`config.mk`:
```
export PLATFORM = sky130hd
export DESIGN_NAME = sweep_time_counter
export DESIGN_NICKNAME = d
export VERILOG_FILES = /design/src/rtl/sweep_time_counter.sv
export SDC_FILE = /design/constraint.sdc
export NUM_CORES = 1
export LEC_CHECK = 0
export CAP_MARGIN = 25
export CORE_ASPECT_RATIO = 1.4
export CORE_MARGIN = 1
export CORE_UTILIZATION = 45
export DETAILED_ROUTE_END_ITERATION = 6
export PLACE_DENSITY = 0.79
export SLEW_MARGIN = 0
export SYNTH_ARGS = -nofsm -noshare
export SYNTH_HDL_FRONTEND = slang
export SYNTH_SLANG_ARGS = --single-unit
```
`constraint.sdc`:
```
create_clock -name Clock -period 5.5 [get_ports Clock]
set_input_delay 1.1 -clock Clock [delete_from_list [all_inputs] [get_ports Clock]]
set_output_delay 1.1 -clock Clock [all_outputs]
set_load 0.02 [all_outputs]
```
`src/rtl/sweep_time_counter.sv`:
```
// Sweep timer: snapshots sweep length/step period on Start, emits per-step ticks and an end pulse.
// Optional macro SWEEP_DIR_EN adds a Dir output that toggles at each continuous-mode sweep end.
module sweep_time_counter #(
    parameter int TIME_W = 48,
    parameter int STEP_W = 16,
    parameter int CNT_W  = 16
) (
    input  logic              Clock,
    input  logic              Reset,
    input  logic [TIME_W-1:0] Time_Value,
    input  logic [STEP_W-1:0] Step_Period,
    input  logic              Start,
    input  logic              Stop,
    input  logic              Continuous,
    output logic              Busy,
    output logic              Step_Tick,
    output logic              Sweep_End,
    output logic [TIME_W-1:0] Elapsed,
    output logic [CNT_W-1:0]  Sweep_Cnt,
    output logic              Dir
);

    typedef enum logic {
        ST_IDLE = 1'b0,
        ST_RUN  = 1'b1
    } state_t;

    state_t            state_q, state_d;
    logic [TIME_W-1:0] t_s_q, t_s_d;
    logic [STEP_W-1:0] p_s_q, p_s_d;
    logic [STEP_W-1:0] step_q, step_d;
    logic [TIME_W-1:0] elapsed_q, elapsed_d;
    logic [CNT_W-1:0]  cnt_q, cnt_d;
    logic              tick_q, tick_d;
    logic              end_q, end_d;

    logic              tv_nonzero;
    logic              start_ok;
    logic [STEP_W-1:0] p_in;
    logic              last_cycle;
    logic              step_hit;

    assign tv_nonzero = (Time_Value != '0);
    assign start_ok   = Start && !Stop && tv_nonzero;
    // A zero step period would never tick; treat it as one step per cycle.
    assign p_in       = (Step_Period == '0) ? STEP_W'(1) : Step_Period;
    // Elapsed tops out at T_s-1, so the edge after that is the sweep boundary.
    assign last_cycle = (elapsed_q == (t_s_q - TIME_W'(1)));
    assign step_hit   = (step_q == (p_s_q - STEP_W'(1)));

    always_ff @(posedge Clock or posedge Reset) begin
        if (Reset) begin
            state_q   <= ST_IDLE;
            t_s_q     <= '0;
            p_s_q     <= '0;
            step_q    <= '0;
            elapsed_q <= '0;
            cnt_q     <= '0;
            tick_q    <= 1'b0;
            end_q     <= 1'b0;
        end else begin
            state_q   <= state_d;
            t_s_q     <= t_s_d;
            p_s_q     <= p_s_d;
            step_q    <= step_d;
            elapsed_q <= elapsed_d;
            cnt_q     <= cnt_d;
            tick_q    <= tick_d;
            end_q     <= end_d;
        end
    end

    always_comb begin
        state_d   = state_q;
        t_s_d     = t_s_q;
        p_s_d     = p_s_q;
        step_d    = step_q;
        elapsed_d = elapsed_q;
        cnt_d     = cnt_q;
        tick_d    = 1'b0;
        end_d     = 1'b0;

        unique case (state_q)
            ST_IDLE: begin
                if (start_ok) begin
                    state_d   = ST_RUN;
                    t_s_d     = Time_Value;
                    p_s_d     = p_in;
                    elapsed_d = '0;
                    step_d    = '0;
                    cnt_d     = '0;
                end
            end
            ST_RUN: begin
                if (Stop) begin
                    // Abort: Elapsed and Sweep_Cnt keep their last values for inspection.
                    state_d = ST_IDLE;
                end else if (last_cycle) begin
                    end_d = 1'b1;
                    cnt_d = cnt_q + CNT_W'(1);
                    if (Continuous && tv_nonzero) begin
                        t_s_d     = Time_Value;
                        p_s_d     = p_in;
                        elapsed_d = '0;
                        step_d    = '0;
                    end else begin
                        state_d = ST_IDLE;
                    end
                end else begin
                    elapsed_d = elapsed_q + TIME_W'(1);
                    if (step_hit) begin
                        tick_d = 1'b1;
                        step_d = '0;
                    end else begin
                        step_d = step_q + STEP_W'(1);
                    end
                end
            end
            default: state_d = ST_IDLE;
        endcase
    end

    assign Busy      = (state_q == ST_RUN);
    assign Step_Tick = tick_q;
    assign Sweep_End = end_q;
    assign Elapsed   = elapsed_q;
    assign Sweep_Cnt = cnt_q;

`ifdef SWEEP_DIR_EN
    logic dir_q, dir_d;

    always_comb begin
        dir_d = dir_q;
        if (state_q == ST_IDLE) begin
            if (start_ok) begin
                dir_d = 1'b0;
            end
        end else if (!Stop && last_cycle && Continuous) begin
            dir_d = ~dir_q;
        end
    end

    always_ff @(posedge Clock or posedge Reset) begin
        if (Reset) begin
            dir_q <= 1'b0;
        end else begin
            dir_q <= dir_d;
        end
    end

    assign Dir = dir_q;
`else
    assign Dir = 1'b0;
`endif

endmodule

```
==> After elaboration in Yosys (flattened, before gate mapping) <==
Index checks and enable logic that the tools add are counted.
{ "word_totals": {"register_bits": 147, "in_bits": 69, "out_inout_bits": 68, "wordCells": 67} }
{ "op_classes": {"addsub": 5, "eq_ne": 7, "n_mux": 37, "n_bitwise": 1, "reduce_logical": 9} }
{ "op_table": {"columns": ["operator", "n"], "rows": [
  ["two-way mux 48 bit", 8],
  ["two-way mux 16 bit", 12],
  ["case mux 48 bit (2 select lines)", 2],
  ["case mux 16 bit (2 select lines)", 3],
  ["adder 48 x 1 -> 48 bit (second input constant)", 1],
  ["== test 48 bit", 1],
  ["nonzero test 48 bit", 1],
  ["subtractor 48 x 1 -> 48 bit (second input constant)", 1],
  ["adder 16 x 1 -> 16 bit (second input constant)", 2],
  ["== test 16 bit", 1],
  ["logical NOT 16 bit", 1],
  ["subtractor 16 x 1 -> 16 bit (second input constant)", 1],
  ["two-way mux 1 bit", 11],
  ["AND reduction 3 bit", 2],
  ["!= test 2 x 1 -> 1 bit (second input constant)", 2],
  ["!= test 2 bit (second input constant)", 2],
  ["AND reduction 4 bit", 1],
  ["logical AND 1 bit", 3],
  ["!= test 3 x 2 -> 1 bit (second input constant)", 1],
  ["case mux 1 bit (2 select lines)", 1],
  ["logical NOT 1 bit", 1],
  ["NOT 1 bit", 1]
]} }

==> Logic depth before layout (Yosys ltp) <==
Gate-level depths: netlist (run 1).
{ "depth": {"word_depth": 6, "depth_mapped": 16, "mapped_depth_nobuf": 12} }

==> Least setup slack after synthesis (run 1) <==
Ideal clock, no wire load.
{ "synth_path": {"path_kind": "reg-to-reg", "startpoint": "register t_s_q[11]", "endpoint": "register cnt_q[11] (netlist: Sweep_Cnt[11])", "setup_time_ns": 0.078, "arrival_time_ns": 3.885, "t_required_ns": 5.422, "setup_slack_ns": 1.537, "path_stages_with_launch": 15, "n_path_buf": 4, "period_less_slack_ns": 3.963, "path_cell_list": "dfrtp_1 buf_6 or4_4 buf_6 or3_4 or3_4 a2111oi_4 o221ai_2 nor3_2 nand4_1 buf_2 or2_1 buf_6 or4_1 a21oi_1"} }
{ "synth_via": {"elab_chain_cells": 4} }
{ "synth_rtl": {"columns": ["item", "line_no", "text"], "rows": [
  ["from (decl)", "29", "logic [TIME_W-1:0] t_s_q, t_s_d;"],
  ["from (signal assigned)", "63", "t_s_q <= t_s_d;"],
  ["subtractor 48 x 1 -> 48 bit", "48", "assign last_cycle = (elapsed_q == (t_s_q - TIME_W'(1)));"],
  ["== test 48 bit", "48", null],
  ["!= test 2 x 1 -> 1 bit (no line)", null, null],
  ["AND reduction 3 bit (no line)", null, null],
  ["to (signal assigned)", "67", "cnt_q <= cnt_d;"],
  ["to (decl)", "33", "logic [CNT_W-1:0] cnt_q, cnt_d;"]
]} }
Every way passes these cells.
A chain may end at the register's enable or synchronous reset.

==> Final worst setup path (run 1) <==
{ "layout_path": {"startpoint": "input Time_Value[42]", "endpoint": "register elapsed_q[46] (netlist: Elapsed[46])"} }
{ "layout_via": {"elab_chain_cells": 4, "elab_cells_between_ends": 6, "classes_between": "eq/ne (2); reduce/logical (4)"} }
{ "layout_rtl": {"columns": ["item", "line_no", "text"], "rows": [
  ["from (decl)", "10", "input logic [TIME_W-1:0] Time_Value,"],
  ["nonzero test 48 bit *", "43", "assign tv_nonzero = (Time_Value != '0);"],
  ["logical AND 1 bit (on tied branches)", "101, 44", null],
  ["!= test 3 x 2 -> 1 bit (no line) / != test 2 bit (equally long branches)", null, null],
  ["AND reduction 3 bit (no line) *", null, null],
  ["to (signal assigned)", "66", "elapsed_q <= elapsed_d;"],
  ["to (decl)", "32", "logic [TIME_W-1:0] elapsed_q, elapsed_d;"]
]} }
Every way passes the cells marked *; elsewhere a longest branch is shown, timed or not.

==> flow_summary.ini, run 1 <==
[synthesis]
synth_ff_type = dfrtp_1
synth_top_cell_by_area = dfrtp_1
syn_inst = 1058
synth_warnings = 0
ys_types = 72
synth-seq-cells = 147
syn-cell-area_um2 = 9430
synth_xor_xnor_area_share = 0.0762
synth-seq-area-share = 0.390
synth_nets = 1132
synth_area_leaders = dfrtp_1 39%, mux2_2 6.3%, o21ai_0 4.9%, xnor2_1 4.6%, nor2_1 3.2%
async_reset_ff_frac = 1.00
synth-compound-area-share = 0.150
synth-edff-count = 0
synth_top_family_by_area = simple AND/OR/NAND/NOR gates
synthAdderAreaFrac = 0.00664
synth-simple-area-share = 0.269
netlist.area_leader.share = 0.390
synth_mux_area_frac = 0.0697
avgSynthCellArea_um2 = 8.91

[cts]
cts_setup_buffers = 0
clock_sinks = 147
root_buffer = clkbuf_16
cts_resized = 0
clock_latency_ns = 0.44
cts_hold_buf = 0
cts.reportedPaths.clkPinSlew_ns = 0.07
cts-htree-levels = 4
cts_tree = yes
clockBufferDepth = 2
cts_buffers = 17

[final_layout]
nets = 1250
layoutNonFillerInstCount = 1445
antenna_cells = 0
area_delta_synth_final_pct = 23.3
layout-drive-gt1-share = 0.114

[power_and_ir_drop]
intPower_mw = 2.19
p_switching_mw = 1.16
switching_share = 0.346
p_leak_nw = 4.38
vdd_drop_max_mv = 0.211
power_frac_clock = 0.338
power_density_nw_per_um2 = 288
p_comb_frac = 0.235
seqPwrFrac = 0.427

[routing]
drc = 0
ant_nets = 0
drtIter0Drc = 749
finalWirelength_mm = 27.8
wl_per_cell_um = 19.2
viasPerCell = 6.25
dr.pass1.iters = 6
num_vias = 9032

[sta]
tns_ns = 0
fin_crit_sh = 0.874
worstMarginPinSlew_ns = 1.04
grt_setup_unrepaired = false
finalCriticalPeriod_ns = 4.81
setup_viol = 0
max_freq_ghz = 0.208
clock_skew_ns = 0.0106
maxSlewViolCount = 0
maxSlewHeadroom = 0.298
hold_violations = 0

[min_path]
worstHoldPathCells = 1
worst_hold_path_type = flip-flop to flip-flop
hp-start = t_s_q[47]$_DFFE_PP0P_
min_to = t_s_q[47]$_DFFE_PP0P_

[die]
design.die.area_um2 = 21500
die_y_um = 173
start_util = 0.459
die_w_um = 124
rows = 62
coreArea_um2 = 20600
ioPinCount = 137

[global_route]
grt_pass1_wl_mm = 45.1
track_usage = 0.260
grt_pass1_vias = 8748
antenna_found_initial = 0
grt_max_degree = 66
overflow = 0

[critical_path]
critical_path.endpoint_type = flip-flop
required_ns = 5.82
start_kind = primary input
r2r_end = Elapsed[46]$_DFFE_PP0P_
crit_type = primary input to flip-flop
worstPathArrival_ns = 5.13
worstPathMaxFanout = 53
reg2reg_setup_slack_ns = 0.81
reg2reg_depth = 11
rr_startpoint = t_s_q[15]$_DFFE_PP0P_

[status]
status = finished, final reports clean

[placed_design]
post-dp-hpwl_mm = 20.4
place_inst = 1413
io_buffer_count = 135
routabilityCongestion = 0.943

[flow_run]
drv_cap = 0
## state kept, by name (all words and copies together) (netlist names)
name       cells
Elapsed       48
t_s_q         48
Sweep_Cnt     16
p_s_q         16
step_q        16
Busy           1
Step_Tick      1
Sweep_End      1
## worst max path at each step
stage                     cells past startpoint                   from                      end
after floorplan                               1                  Reset           Busy$_DFF_PP0_
after global placement                       12         Time_Value[42]  Elapsed[46]$_DFFE_PP0P_
after detailed placement                     12         Time_Value[42]  Elapsed[38]$_DFFE_PP0P_
after CTS                                    12         Time_Value[42]  Elapsed[38]$_DFFE_PP0P_
after global routing                         11  t_s_q[15]$_DFFE_PP0P_  Elapsed[47]$_DFFE_PP0P_
final                                        12         Time_Value[42]  Elapsed[46]$_DFFE_PP0P_
## through the flow
step                setup WS (ns)  area [um2]  total power, mW  hold WS, ns   util
CTS                         0.913       11600             3.36        0.533  0.566
detailed placement          0.427       11100             2.22        0.519  0.538
global route                0.461       11600             3.50        0.561  0.566
global placement            0.469       11100             2.20        0.509  0.538
floorplan                   0.449        9430             1.93        0.473      -
finish                      0.693       11600             3.35        0.530  0.566
## final cells by class
class                      count  area, um2
fill                        1792       8930
multi-input combinational    825       5420
sequential                   147       3680
timing repair buffer         157       1540
clock buffer                  17        425
tap                          256        320
clock inverter                15        135
inverter                      28        110
## synthesized netlist by cell type, types with 8 or more instances
cell type and count:
or3_1 20, buf_2 10, and3_1 26, nor2_1 81, o21ai_0 93, nand4_1 37, clkbuf_1 38, xnor2_1 50
dfrtp_1 147, o41ai_1 13, nand2_1 64, xor2_1 32, mux2_2 53, a21oi_1 29, nor2b_1 16, nand3b_1 8
nand3_1 46, nor4_1 37, nor3_1 48, o31ai_1 28, or4_1 21, inv_1 28
## power groups by stage
stage | sequential (mW) | combinational, mW | clock [mW]
finish | 1.43 | 0.788 | 1.13
global route | 1.45 | 0.866 | 1.19
CTS | 1.42 | 0.786 | 1.15
detailed placement | 1.44 | 0.780 | 0
global placement | 1.44 | 0.762 | 0
floorplan | 1.37 | 0.561 | 0
## kinds of logic after synthesis
| kind of cell | count (synthesis) |
|---|---|
| flops | 147 |
| fa+ha+maj | 5 |
| compound gates | 219 |
| xor+xnor | 82 |
| other cells | 1 |
| mux | 59 |
| simple gates | 459 |
| buf+inv | 86 |
## cell usage in the layout, fill, tap and decap left out, types with 16 or more instances in the layout
cell	instances
xor2_1	32
clkdlybuf4s50_1	135
nor4_1	37
buf_4	20
inv_1	27
nand2_1	64
nand3_1	46
a21oi_1	28
xnor2_1	50
and3_1	26
o31ai_1	28
or4_1	21
nor2_1	81
mux2_2	53
clkbuf_16	17
nor2b_1	16
o21ai_0	93
dfrtp_1	147
or3_1	20
nor3_1	48
nand4_1	37
## worst max-delay path: stages
cell and delay [ns]:
clkdlybuf4s50_1 0.41, nor4_1 0.90, nand4_1 0.34, nor3_1 0.41
nand2b_1 0.23, inv_1 0.05, a2111oi_0 0.29, nand3_1 0.23
a21oi_4 0.51, buf_12 0.30, nor4_1 0.09, a211o_1 0.23
## layer usage
layer	share of wire	wire length, um	vias up	GRT usage
li1	-	-	4186	-
met1	0.41	11300	4371	0.329
met2	0.48	13400	381	0.421
met3	0.058	1600	94	0.0398
met4	0.051	1400	0	0.154
met5	0	0	-	0
(Power assumes the default switching activity.)
==> inputs of run 2 (changes only) <==
--- a/config.mk
+++ b/config.mk
@@ -11,6 +11,7 @@
 export CORE_UTILIZATION = 45
 export DETAILED_ROUTE_END_ITERATION = 6
 export PLACE_DENSITY = 0.79
+export REMOVE_ABC_BUFFERS = 1
 export SLEW_MARGIN = 0
 export SYNTH_ARGS = -nofsm -noshare
 export SYNTH_HDL_FRONTEND = slang
==> run 2 against run 1 <==
Sequential power is essentially flat. Cell area decreased by 0.17%. Non-clock buffer count is 1 higher. First-iteration DRC count increased by 6.5%. Routed wire length shrank 2.8%. Cell count about the same. Critical path type is now flip-flop to flip-flop. Maximum frequency rose by 3.1%. Clock power fell by 5%. Sequential share of layout area increased by 0.055 points. Critical endpoint is now Elapsed[30]$_DFFE_PP0P_. Combinational power down 2%.
==> flow_summary.ini, run 2 (synthesis gave the netlist of run 1 again) <==
[cts]
cts_resized = 0
cts_buffers = 17
cts_hold_buf = 0
cts_setup_buffers = 0
clock_sinks = 147
cts_tree = yes
cts.reportedPaths.clkPinSlew_ns = 0.06
root_buffer = clkbuf_16
clock_latency_ns = 0.43
cts-htree-levels = 4
clockBufferDepth = 2

[placed_design]
routabilityCongestion = 0.924
post-dp-hpwl_mm = 19.6
io_buffer_count = 135
placed_cell_area_um2 = 11100

[global_route]
antenna_found_initial = 0
track_usage = 0.256
overflow = 0
grt_pass1_wl_mm = 45.0
grt_max_degree = 85
grt_pass1_vias = 8903

[final_layout]
area_delta_synth_final_pct = 23.1
most-common-layout-cells = 147 x dfrtp_1, 135 x clkdlybuf4s50_1, 93 x o21ai_0
postLayoutCoreUtil = 0.565
layout-drive-gt1-share = 0.114
layout_commonest_cell = dfrtp_1
nets = 1251
antenna_cells = 0
finalInstanceArea_um2 = 11600

[power_and_ir_drop]
power_frac_clock = 0.325
switching_share = 0.338
p_switching_mw = 1.11
intPower_mw = 2.17
p_comb_frac = 0.236
p_leak_nw = 4.36
vdd_drop_max_mv = 0.243
seqPwrFrac = 0.438
power_density_nw_per_um2 = 283

[sta]
hold-worst-slack_ns = 0.532
worstMarginPinSlew_ns = 0.852
clock_skew_ns = 0.00747
maxSlewViolCount = 0
max_freq_ghz = 0.214
maxSlewHeadroom = 0.427
grt_setup_unrepaired = false
hold_violations = 0
tns_ns = 0
fin_crit_sh = 0.848
setup_viol = 0
finalCriticalPeriod_ns = 4.66

[min_path]
worst_hold_path_type = flip-flop to flip-flop
worstHoldPathCells = 1

[routing]
drc = 0
finalWirelength_mm = 27.0
num_vias = 9121
viasPerCell = 6.31
drtIter0Drc = 798
ant_nets = 0
wl_per_cell_um = 18.7
dr.pass1.iters = 5

[critical_path]
cp_top_family = simple AND/OR/NAND/NOR gates
worstPathMaxFanout = 17
worstPathArrival_ns = 4.96
cp_num_buf_inv = 2
crit_type = flip-flop to flip-flop
reg2reg_depth = 11
required_ns = 5.80
path_cells = nor3_1 > nand4_1 > o41ai_1 > a221oi_1 > or4_1 > nor3_2 > nand3_1 > buf_4 > nand2_1 > buf_4 > o41ai_1
start_kind = flip-flop
critPathMaxStageDelay_ns = 0.63
cp_slowest_cell = nand2_1
cp.depth = 11
critical_path.endpoint_type = flip-flop

[die]
coreArea_um2 = 20600
ioPinCount = 137
die_w_um = 124
start_util = 0.459
rows = 62
die_y_um = 173
design.die.area_um2 = 21500

[status]
status = finished, final reports clean

[flow_run]
drv_cap = 0
==> run 2: cell type report <==
cell class,count,area (um2)
clock buffers,18,429
clock inverters,14,104
well taps,256,320
flip-flops and latches,147,3680
inverters,28,110
repair buffers,158,1550
multi-input cells,825,5420
fillers,1755,8950
==> run 2: metal layers <==
layer | vias to the layer above | share of wire | global-route usage
li1 | 4196 | - | -
met1 | 4435 | 0.40 | 0.306
met2 | 398 | 0.49 | 0.429
met3 | 92 | 0.063 | 0.0534
met4 | 0 | 0.045 | 0.138
met5 | - | 0 | 0
==> run 2: final timing paths <==
path | startpoint | endpoint | slack (ns)
max | t_s_q[26]$_DFFE_PP0P_ | Elapsed[30]$_DFFE_PP0P_ | 0.84
min | t_s_q[47]$_DFFE_PP0P_ | t_s_q[47]$_DFFE_PP0P_ | 0.53
max reg2reg | t_s_q[26]$_DFFE_PP0P_ | Elapsed[30]$_DFFE_PP0P_ | 0.84
min reg2reg | t_s_q[47]$_DFFE_PP0P_ | t_s_q[47]$_DFFE_PP0P_ | 0.53
max in group asynchronous | Reset | Step_Tick$_DFF_PP0_ | 3.32
min in group asynchronous | Reset | t_s_q[0]$_DFFE_PP0P_ | 1.17
==> run 2: power groups by stage <==
stage	logic, mW	clock network, mW	registers [mW]
after global placement	0.743	0	1.45
after floorplan	0.521	0	1.39
after detailed placement	0.766	0	1.45
final	0.776	1.07	1.44
after CTS	0.772	1.08	1.43
after global routing	0.852	1.13	1.46
==> run 2: per-stage QoR <==
step / total power, mW / setup slack [ns] / cells
2_1_floorplan: 1.92 / -1.23 / 1000
6_report: 3.28 / 0.837 / 1446
3_5_place_dp: 2.22 / 0.962 / 1414
3_3_place_gp: 2.19 / 1.07 / 1414
4_1_cts: 3.29 / 0.923 / 1446
5_1_grt: 3.45 / 0.586 / 1446
==> run 2: worst reg2reg max path: cells and delay by family, from the launching register on <==
| family | cells | cell delay (ns) |
|---|---|---|
| compound gates | 3 | 0.75 |
| buf+inv | 2 | 0.52 |
| flops | 1 | 0.49 |
| simple gates | 6 | 2.78 |
==> inputs of run 3 (changes only) <==
==> constraint.sdc (replaced) <==
create_clock -name Clock -period 4.8 [get_ports Clock]
set_input_delay 0.96 -clock Clock [delete_from_list [all_inputs] [get_ports Clock]]
set_output_delay 0.96 -clock Clock [all_outputs]
set_load 0.02 [all_outputs]
==> run 3 against run 2 <==
Routed wire length up 4.5%. Sequential share of layout area is 0.35 points lower. Worst setup slack worse by 0.34 ns. Largest power group unchanged. Power grew 19%. Sequential power rose by 14%. First-iteration DRC count is 12% higher. Worst hold slack better by 0.0094 ns. Critical endpoint is now Sweep_Cnt[11]$_DFFE_PP0P_. Flip-flop and latch count unchanged.
==> flow_summary.ini, run 3 (synthesis gave the netlist of run 1 again) <==
[status]
status = finished, final reports clean

[cts]
cts_setup_buffers = 0
clock_latency_ns = 0.43
root_buffer = clkbuf_16
cts_tree = yes
cts.reportedPaths.clkPinSlew_ns = 0.06
clockBufferDepth = 2
cts_hold_buf = 0
cts_resized = 0
clock_sinks = 147
cts_buffers = 17
cts-htree-levels = 4

[sta]
worstMarginPinSlew_ns = 0.913
maxSlewViolCount = 0
tns_ns = 0
setup_viol = 0
max_freq_ghz = 0.232
fin_crit_sh = 0.896
fin_ws_ns = 0.497
hold-worst-slack_ns = 0.542
grt_setup_unrepaired = false
finalCriticalPeriod_ns = 4.30
clock_skew_ns = 0.00653
maxSlewHeadroom = 0.391
hold_violations = 0

[placed_design]
post-dp-hpwl_mm = 20.3
io_buffer_count = 135
routabilityCongestion = 0.938
placed_cell_area_um2 = 11200
place_inst = 1424
dpl_worst_slack_ns = 0.262

[routing]
drtIter0Drc = 893
num_vias = 9089
drc = 0
dr.pass1.iters = 5
wl_per_cell_um = 19.4
ant_nets = 0
finalWirelength_mm = 28.2
viasPerCell = 6.25

[global_route]
overflow = 0
grt_pass1_vias = 8736
antenna_found_initial = 1
track_usage = 0.264
grt_pass1_wl_mm = 46.0
grt_max_degree = 96

[final_layout]
layout_commonest_cell = dfrtp_1
postLayoutCoreUtil = 0.571
layout-drive-gt1-share = 0.120
most-common-layout-cells = 147 x dfrtp_1, 135 x clkdlybuf4s50_1, 93 x o21ai_0
area_delta_synth_final_pct = 24.5
finalInstanceArea_um2 = 11700
nets = 1261
layoutNonFillerInstCount = 1454

[min_path]
worstHoldPathCells = 1
worst_hold_path_type = flip-flop to flip-flop

[power_and_ir_drop]
power_density_nw_per_um2 = 332
p_leak_nw = 4.44
finalPower_mw = 3.89
vdd_drop_max_mv = 0.203

[critical_path]
worstPathArrival_ns = 4.66
cp_num_buf_inv = 1
cp.depth = 11
path_cells = nor3_1 > nand4_1 > buf_4 > nor4_1 > a21oi_1 > or4_1 > nor3_2 > nand4_1 > or2_1 > or4_1 > a21oi_1
required_ns = 5.15
critPathMaxStageDelay_ns = 0.56
worstPathMaxFanout = 12
cp_top_family = simple AND/OR/NAND/NOR gates
reg2reg_depth = 11
critical_path.endpoint_type = flip-flop
cp_slowest_cell = nor3_1
reg2reg_setup_slack_ns = 0.50
crit_type = flip-flop to flip-flop
start_kind = flip-flop

[die]
die_w_um = 124
start_util = 0.459
die_y_um = 173
coreArea_um2 = 20600
design.die.area_um2 = 21500
ioPinCount = 137
rows = 62

[flow_run]
drv_cap = 0
-- run 3: cell type report --
cell class / instances / area [um2]
sequential: 147 / 3680
clock inverter: 9 / 108
multi-input combinational: 825 / 5420
clock buffer: 20 / 467
fill: 1759 / 8820
inverter: 28 / 110
antenna: 1 / 2.50
timing repair buffer: 168 / 1640
tap: 256 / 320
-- run 3: report_power, final --
group          total, mW  internal, mW  switching, mW
logic              0.938         0.456          0.482
registers           1.64          1.38          0.254
clock network       1.32         0.796          0.521
total               3.89          2.63           1.26
-- run 3: worst reg2reg max path: stages, from the launching register on --
cell	delay, ns
dfrtp_1	0.44
nor3_1	0.56
nand4_1	0.17
buf_4	0.22
nor4_1	0.43
a21oi_1	0.15
or4_1	0.56
nor3_2	0.34
nand4_1	0.28
or2_1	0.40
or4_1	0.53
a21oi_1	0.15
-- run 3: path summary, 6_finish.rpt --
kind,start,to
worst max-delay path,t_s_q[23]$_DFFE_PP0P_,Sweep_Cnt[11]$_DFFE_PP0P_
worst min register to register,step_q[3]$_DFFE_PP0P_,step_q[3]$_DFFE_PP0P_
max in group asynchronous,Reset,p_s_q[6]$_DFFE_PP0P_
worst max register to register,t_s_q[23]$_DFFE_PP0P_,Sweep_Cnt[11]$_DFFE_PP0P_
worst min-delay path,step_q[3]$_DFFE_PP0P_,step_q[3]$_DFFE_PP0P_
min in group asynchronous,Reset,t_s_q[2]$_DFFE_PP0P_
-- run 3: layer usage --
| layer | routed length, um | up-vias | track usage |
|---|---|---|---|
| met5 | 0 | - | 0 |
| met4 | 954 | 0 | 0.120 |
| met3 | 1330 | 70 | 0.0299 |
| met2 | 14200 | 366 | 0.456 |
| met1 | 11700 | 4442 | 0.331 |
| li1 | - | 4211 | - |
==> patch 1 (settings of run 3) <==
`CNT_W`: 16 -> 18.
--- a/src/rtl/sweep_time_counter.sv
+++ b/src/rtl/sweep_time_counter.sv
@@ -3,7 +3,7 @@
 module sweep_time_counter #(
     parameter int TIME_W = 48,
     parameter int STEP_W = 16,
-    parameter int CNT_W  = 16
+    parameter int CNT_W  = 18
 ) (
     input  logic              Clock,
     input  logic              Reset,
Interface: changed (resized Sweep_Cnt); port bits go from 137 to 139. The function was not compared with the original's and may differ.
==> patch 1 against run 3 <==
Synthesized area is 2.3% higher. Power is 5.2% higher. Non-clock buffer count is 9 lower. Wire length is 0.68% lower. Final area is 1.8% higher. Clock skew is 0.0075 ns higher. Setup slack worse by 0.083 ns. Sequential cell count is 2 higher. Critical endpoint is now Sweep_Cnt[7]. Highest routed layer unchanged.
==> patch 1: results (changes against run 3) <==
status -> completed
synth top area cells -> dfrtp_1 39%, mux2_2 7.1%, xnor2_1 6.5%, xor2_1 3.8%, nor2_1 3.6%
DPL Wire Length -> 21100 microns (+4.0%)
Final nets -> 1266 (+0.40%)
Critical R2R Capture -> Sweep_Cnt[7]
total inserted antenna cells -> 0 (-1)
Total Wirelength -> 28000 microns (-0.68%)
violation count after the first detailed-route iteration -> 565 (-37%)
Yosys cell types -> 76 (+5.6%)
launching point of the worst reg2reg path -> t_s_q[0]
Post-Synth XOR/XNOR Area -> 10.3% (+2.7 points)
Total GRT Usage -> 26.4% (-0.069 points)
# port buffers -> 137 (+1.5%)
mux contribution to synthesized area -> 7.34% (+0.37 points)
largest net degree at the start of global routing -> 101 (+5.2%)
placer's final routability congestion estimate -> 0.945 (+0.76%)
Max-slew headroom -> 37.8% (-1.3 points)
Crit path largest cell delay -> 0.70 ns (+0.14 ns)
clk_skew -> 0.0140 ns (+0.00746 ns)
vias in the first global route -> 8637 (-1.1%)
fill cell count -> 1823 (+3.6%)
global-route wire length before repair -> 45400 microns (-1.2%)
CP Max Fanout -> 13 (+1)
R2R cell count -> 12 (+1)
flop2flop setup slack -> 0.41 ns (-0.08 ns)
Synth Area in Compound Gates -> 11.0% (-4.0 points)
most frequent cells after synthesis -> 149 x dfrtp_1, 92 x nor2_1, 72 x xnor2_1, 69 x nand2_1, 63 x o21ai_0
[patch 1: logic make-up (layout without fill, tap and decap cells)]
logic type               after synthesis  after routing
multiplexers                          63             63
AND/OR/NAND/NOR                      485            485
flip-flops                           149            149
XOR/XNOR                             114            114
AO/OA/AOI/OAI                        167            167
adder cells (fa/ha/maj)                6              6
buffers and inverters                 78            219
other                                  1              1
[patch 1: routing by layer]
metal	global-route usage, %	share of wire [%]	vias to the layer above
li1	-	-	4168
met1	29.6	39	4272
met2	46.4	51	313
met3	4.51	4.6	92
met4	16.5	5.5	0
met5	0	0	-
[patch 1: power breakdown]
part	switching (uW)	leakage (uW)	internal, uW
clock network	534	0.000300	881
logic	485	0.00236	467
registers	315	0.00193	1410
total	1330	0.00459	2760
[patch 1: worst max path at each step]
stage                         startpoint           end  slack, ns  cells past startpoint
after floorplan                 t_s_q[0]     p_s_q[10]      -3.00                      9
after global placement    Time_Value[42]   Elapsed[39]       0.08                     12
after detailed placement  Time_Value[42]   Elapsed[29]       0.07                     12
after CTS                       t_s_q[0]  Sweep_Cnt[7]       0.42                     12
after global routing            t_s_q[0]  Sweep_Cnt[7]       0.13                     12
final                           t_s_q[0]  Sweep_Cnt[7]       0.41                     12
[patch 1: per-stage QoR]
stage | TNS, ns | cell area [sq um] | cells | total power [uW] | hold slack (ns)
floorplan | -291.08 | 9400 | 1014 | 2320 | 0.499
global placement | 0 | 11300 | 1433 | 2650 | 0.513
detailed placement | 0 | 11300 | 1433 | 2680 | 0.520
CTS | 0 | 11900 | 1464 | 4110 | 0.535
global route | 0 | 11900 | 1464 | 4300 | 0.547
finish | 0 | 11900 | 1464 | 4090 | 0.528
[patch 1: layout make-up]
type | instances | share of cell area [%]
Inverter | 29 | 0.953
Clock buffer | 19 | 3.71
Multi-Input combinational cell | 836 | 46.9
Sequential cell | 149 | 31.2
Clock inverter | 12 | 1.48
Timing Repair Buffer | 159 | 13.1
Tap cell | 260 | 2.72
[patch 1: worst reg2reg max path, stage by stage, from the launching register on]
cell     delay (ns)
dfrtp_1        0.44
inv_1          0.10
ha_1           0.36
nor3b_1        0.28
nand4_1        0.23
nor4_1         0.40
mux2_2         0.39
nor4_1         0.31
nand4_2        0.30
or4_4          0.70
nor2_1         0.30
nand3_1        0.13
mux2_1         0.32
==> patch 2 (settings of run 3) <==
Without the edit above. Register the inputs `Time_Value`, `Step_Period` and `Start` before use, cleared by the reset. The logic sees them one clock later. The other inputs are not delayed to match.
--- a/src/rtl/sweep_time_counter.sv
+++ b/src/rtl/sweep_time_counter.sv
@@ -25,6 +25,22 @@
         ST_RUN  = 1'b1
     } state_t;
 
+    logic [TIME_W-1:0] Time_Value_q;
+    logic [STEP_W-1:0] Step_Period_q;
+    logic Start_q;
+
+    always_ff @(posedge Clock or posedge Reset) begin
+        if (Reset) begin
+            Time_Value_q  <= '0;
+            Step_Period_q <= '0;
+            Start_q       <= '0;
+        end else begin
+            Time_Value_q  <= Time_Value;
+            Step_Period_q <= Step_Period;
+            Start_q       <= Start;
+        end
+    end
+
     state_t            state_q, state_d;
     logic [TIME_W-1:0] t_s_q, t_s_d;
     logic [STEP_W-1:0] p_s_q, p_s_d;
@@ -40,10 +56,10 @@
     logic              last_cycle;
     logic              step_hit;
 
-    assign tv_nonzero = (Time_Value != '0);
-    assign start_ok   = Start && !Stop && tv_nonzero;
+    assign tv_nonzero = (Time_Value_q != '0);
+    assign start_ok   = Start_q && !Stop && tv_nonzero;
     // A zero step period would never tick; treat it as one step per cycle.
-    assign p_in       = (Step_Period == '0) ? STEP_W'(1) : Step_Period;
+    assign p_in       = (Step_Period_q == '0) ? STEP_W'(1) : Step_Period_q;
     // Elapsed tops out at T_s-1, so the edge after that is the sweep boundary.
     assign last_cycle = (elapsed_q == (t_s_q - TIME_W'(1)));
     assign step_hit   = (step_q == (p_s_q - STEP_W'(1)));
@@ -84,7 +100,7 @@
             ST_IDLE: begin
                 if (start_ok) begin
                     state_d   = ST_RUN;
-                    t_s_d     = Time_Value;
+                    t_s_d     = Time_Value_q;
                     p_s_d     = p_in;
                     elapsed_d = '0;
                     step_d    = '0;
@@ -99,7 +115,7 @@
                     end_d = 1'b1;
                     cnt_d = cnt_q + CNT_W'(1);
                     if (Continuous && tv_nonzero) begin
-                        t_s_d     = Time_Value;
+                        t_s_d     = Time_Value_q;
                         p_s_d     = p_in;
                         elapsed_d = '0;
                         step_d    = '0;
Function: changed (Yosys sat finds a counterexample within 4 cycles, from zero or initial values and one cycle with Reset high).
==> patch 2 against run 3 <==
Combinational power is 32% higher. Power is 38% higher. Final area is 17% higher. Maximum frequency is 0.19% lower. Synthesized area is 21% higher. Clock skew is 0.0072 ns higher. Wire length is 13% higher. Setup slack worse by 0.0080 ns. Sequential cell count is 65 higher. Die area is 20% higher. Sequential share of layout area is 7.1 points higher. First-iteration DRC count is 18% lower. Critical path type unchanged. Largest cell class unchanged. Highest routed layer unchanged.
==> patch 2: results (changes against run 3) <==
worst skew pair latency -> 0.52 ns (+0.09 ns)
H-tree Lvls -> 1 (-3)
violation count after the first detailed-route iteration -> 730 (-18%)
Slowest cell on crit path -> or4_4
# port buffers -> 135 (unchanged)
VDD IR max -> 0.530 mV (+160%)
Worst Path Arrival -> 4.75 ns (+0.09 ns)
DP Area -> 13000 sq um (+17%)
most frequent cells after synthesis -> 249 x nand2_1, 212 x dfrtp_1, 62 x o21ai_0, 54 x a21oi_1, 54 x xnor2_1
Finished Cell Area -> 13800 sq um (+17%)
share of cells above drive strength 1 -> 7.12% (-4.9 points)
vias in the first global route -> 9846 (+13%)
Seq/Total Area, Yosys -> 46.7% (+7.7 points)
clk slew on worst S/H paths -> 0.07 ns
Final nets -> 1434 (+14%)
Clock Path Buffers -> 3 (+1)
largest net degree at the start of global routing -> 91 (-5.2%)
Crit path largest cell delay -> 0.59 ns (+0.03 ns)
fill cell count -> 2104 (+20%)
Max-slew headroom -> 32.6% (-6.5 points)
global-route wire length before repair -> 51000 microns (+11%)
Total Wirelength -> 32000 microns (+13%)
Yosys cell types -> 81 (+13%)
switching power total -> 1790 uW (+43%)
status -> completed
DPL Wire Length -> 23200 microns (+14%)
synth top area cells -> dfrtp_1 47%, nand2_1 8.2%, xnor2_1 4.2%, xor2_1 3.1%, o21ai_0 2.7%
routed via count -> 10000 (+10%)
placer's final routability congestion estimate -> 0.927 (-1.2%)
total inserted antenna cells -> 0 (-1)
clk_skew -> 0.0138 ns (+0.00724 ns)
met3 WL -> 1630 microns (+22%)
total CTS buffers -> 22 (+5)
LEAKAGE -> 0.00567 uW (+28%)
Post-CTS Hold Fix Bufs -> 0 (unchanged)
==> patch 2: cell types whose count changed in the layout (fill, tap and decap cells not counted), sizes merged, moves of 11 or more <==
| cell | delta |
|---|---|
| o211ai | +12 |
| nor2b | -13 |
| buf | -15 |
| o31ai | -11 |
| dfrtp | +65 |
| or3 | +20 |
| nor3 | -18 |
| o21ai | -34 |
| nand2 | +185 |
| nor4 | +11 |
| nor2 | -28 |
| clkbuf | +13 |
| mux2 | -53 |
| a21oi | +25 |
==> patch 2: layout make-up <==
type	instances	area, sq um	share of cell area, %
Clock buffer	33	663	4.81
Clock inverter	7	93.8	0.681
Inverter	30	120	0.871
Multi-Input combinational cell	941	5690	41.3
Sequential cell	212	5310	38.5
Tap cell	315	394	2.86
Timing Repair Buffer	153	1520	11.1
==> patch 2: worst paths after layout <==
kind                              startpoint            end  slack [ns]  depth (start not counted)
max                                 t_s_q[0]  Sweep_Cnt[13]        0.49                         12
min                        Step_Period_q[11]      p_s_q[11]        0.46                          2
max reg2reg                         t_s_q[0]  Sweep_Cnt[13]        0.49                         12
min reg2reg                Step_Period_q[11]      p_s_q[11]        0.46                          2
max in group asynchronous              Reset    Elapsed[43]        2.96                          3
min in group asynchronous              Reset     Elapsed[8]        0.92                          2
==> patch 2: layer usage <==
| metal | track usage (%) | vias to the layer above |
|---|---|---|
| met4 | 9.66 | 0 |
| met2 | 44.8 | 337 |
| li1 | - | 4705 |
| met5 | 0 | - |
| met1 | 30.0 | 4907 |
| met3 | 2.90 | 66 |
==> patch 2: power groups by stage <==
stage	logic [uW]	registers (uW)	clock network, uW
floorplan	873	2260	0
detailed placement	1230	2340	0
CTS	1240	2320	1820
finish	1240	2320	1790
global placement	1210	2340	0
global route	1370	2360	1890
==> patch 2: kinds of logic (layout without fill, tap and decap cells) <==
family | count (synthesis) | after routing | share of synthesized area (%)
AO/OA/AOI/OAI | 219 | 219 | 12.6
XOR/XNOR | 94 | 94 | 7.24
adder cells (fa/ha/maj) | 5 | 5 | 0.550
buffers and inverters | 90 | 223 | 3.40
flip-flops | 212 | 212 | 46.7
multiplexers | 11 | 11 | 0.969
other | 1 | 1 | 0.0330
AND/OR/NAND/NOR | 611 | 611 | 28.5
==> patch 2: tightest hold or removal path: stages, from the launching register on <==
cell and delay (ns):
dfrtp_1 0.34, nand2_1 0.05, nand2_1 0.05
==> patch 2: per-stage QoR <==
step	util, %	total power (uW)	worst slack [ns]	std cells	hold WS [ns]
4_1_cts	55.7	5370	0.506	1691	0.464
3_3_place_gp	52.6	3540	0.683	1651	0.439
6_report	55.7	5360	0.489	1691	0.456
2_1_floorplan	-	3140	-1.95	1183	0.430
3_5_place_dp	52.6	3570	0.526	1651	0.448
5_1_grt	55.7	5610	0.228	1691	0.483
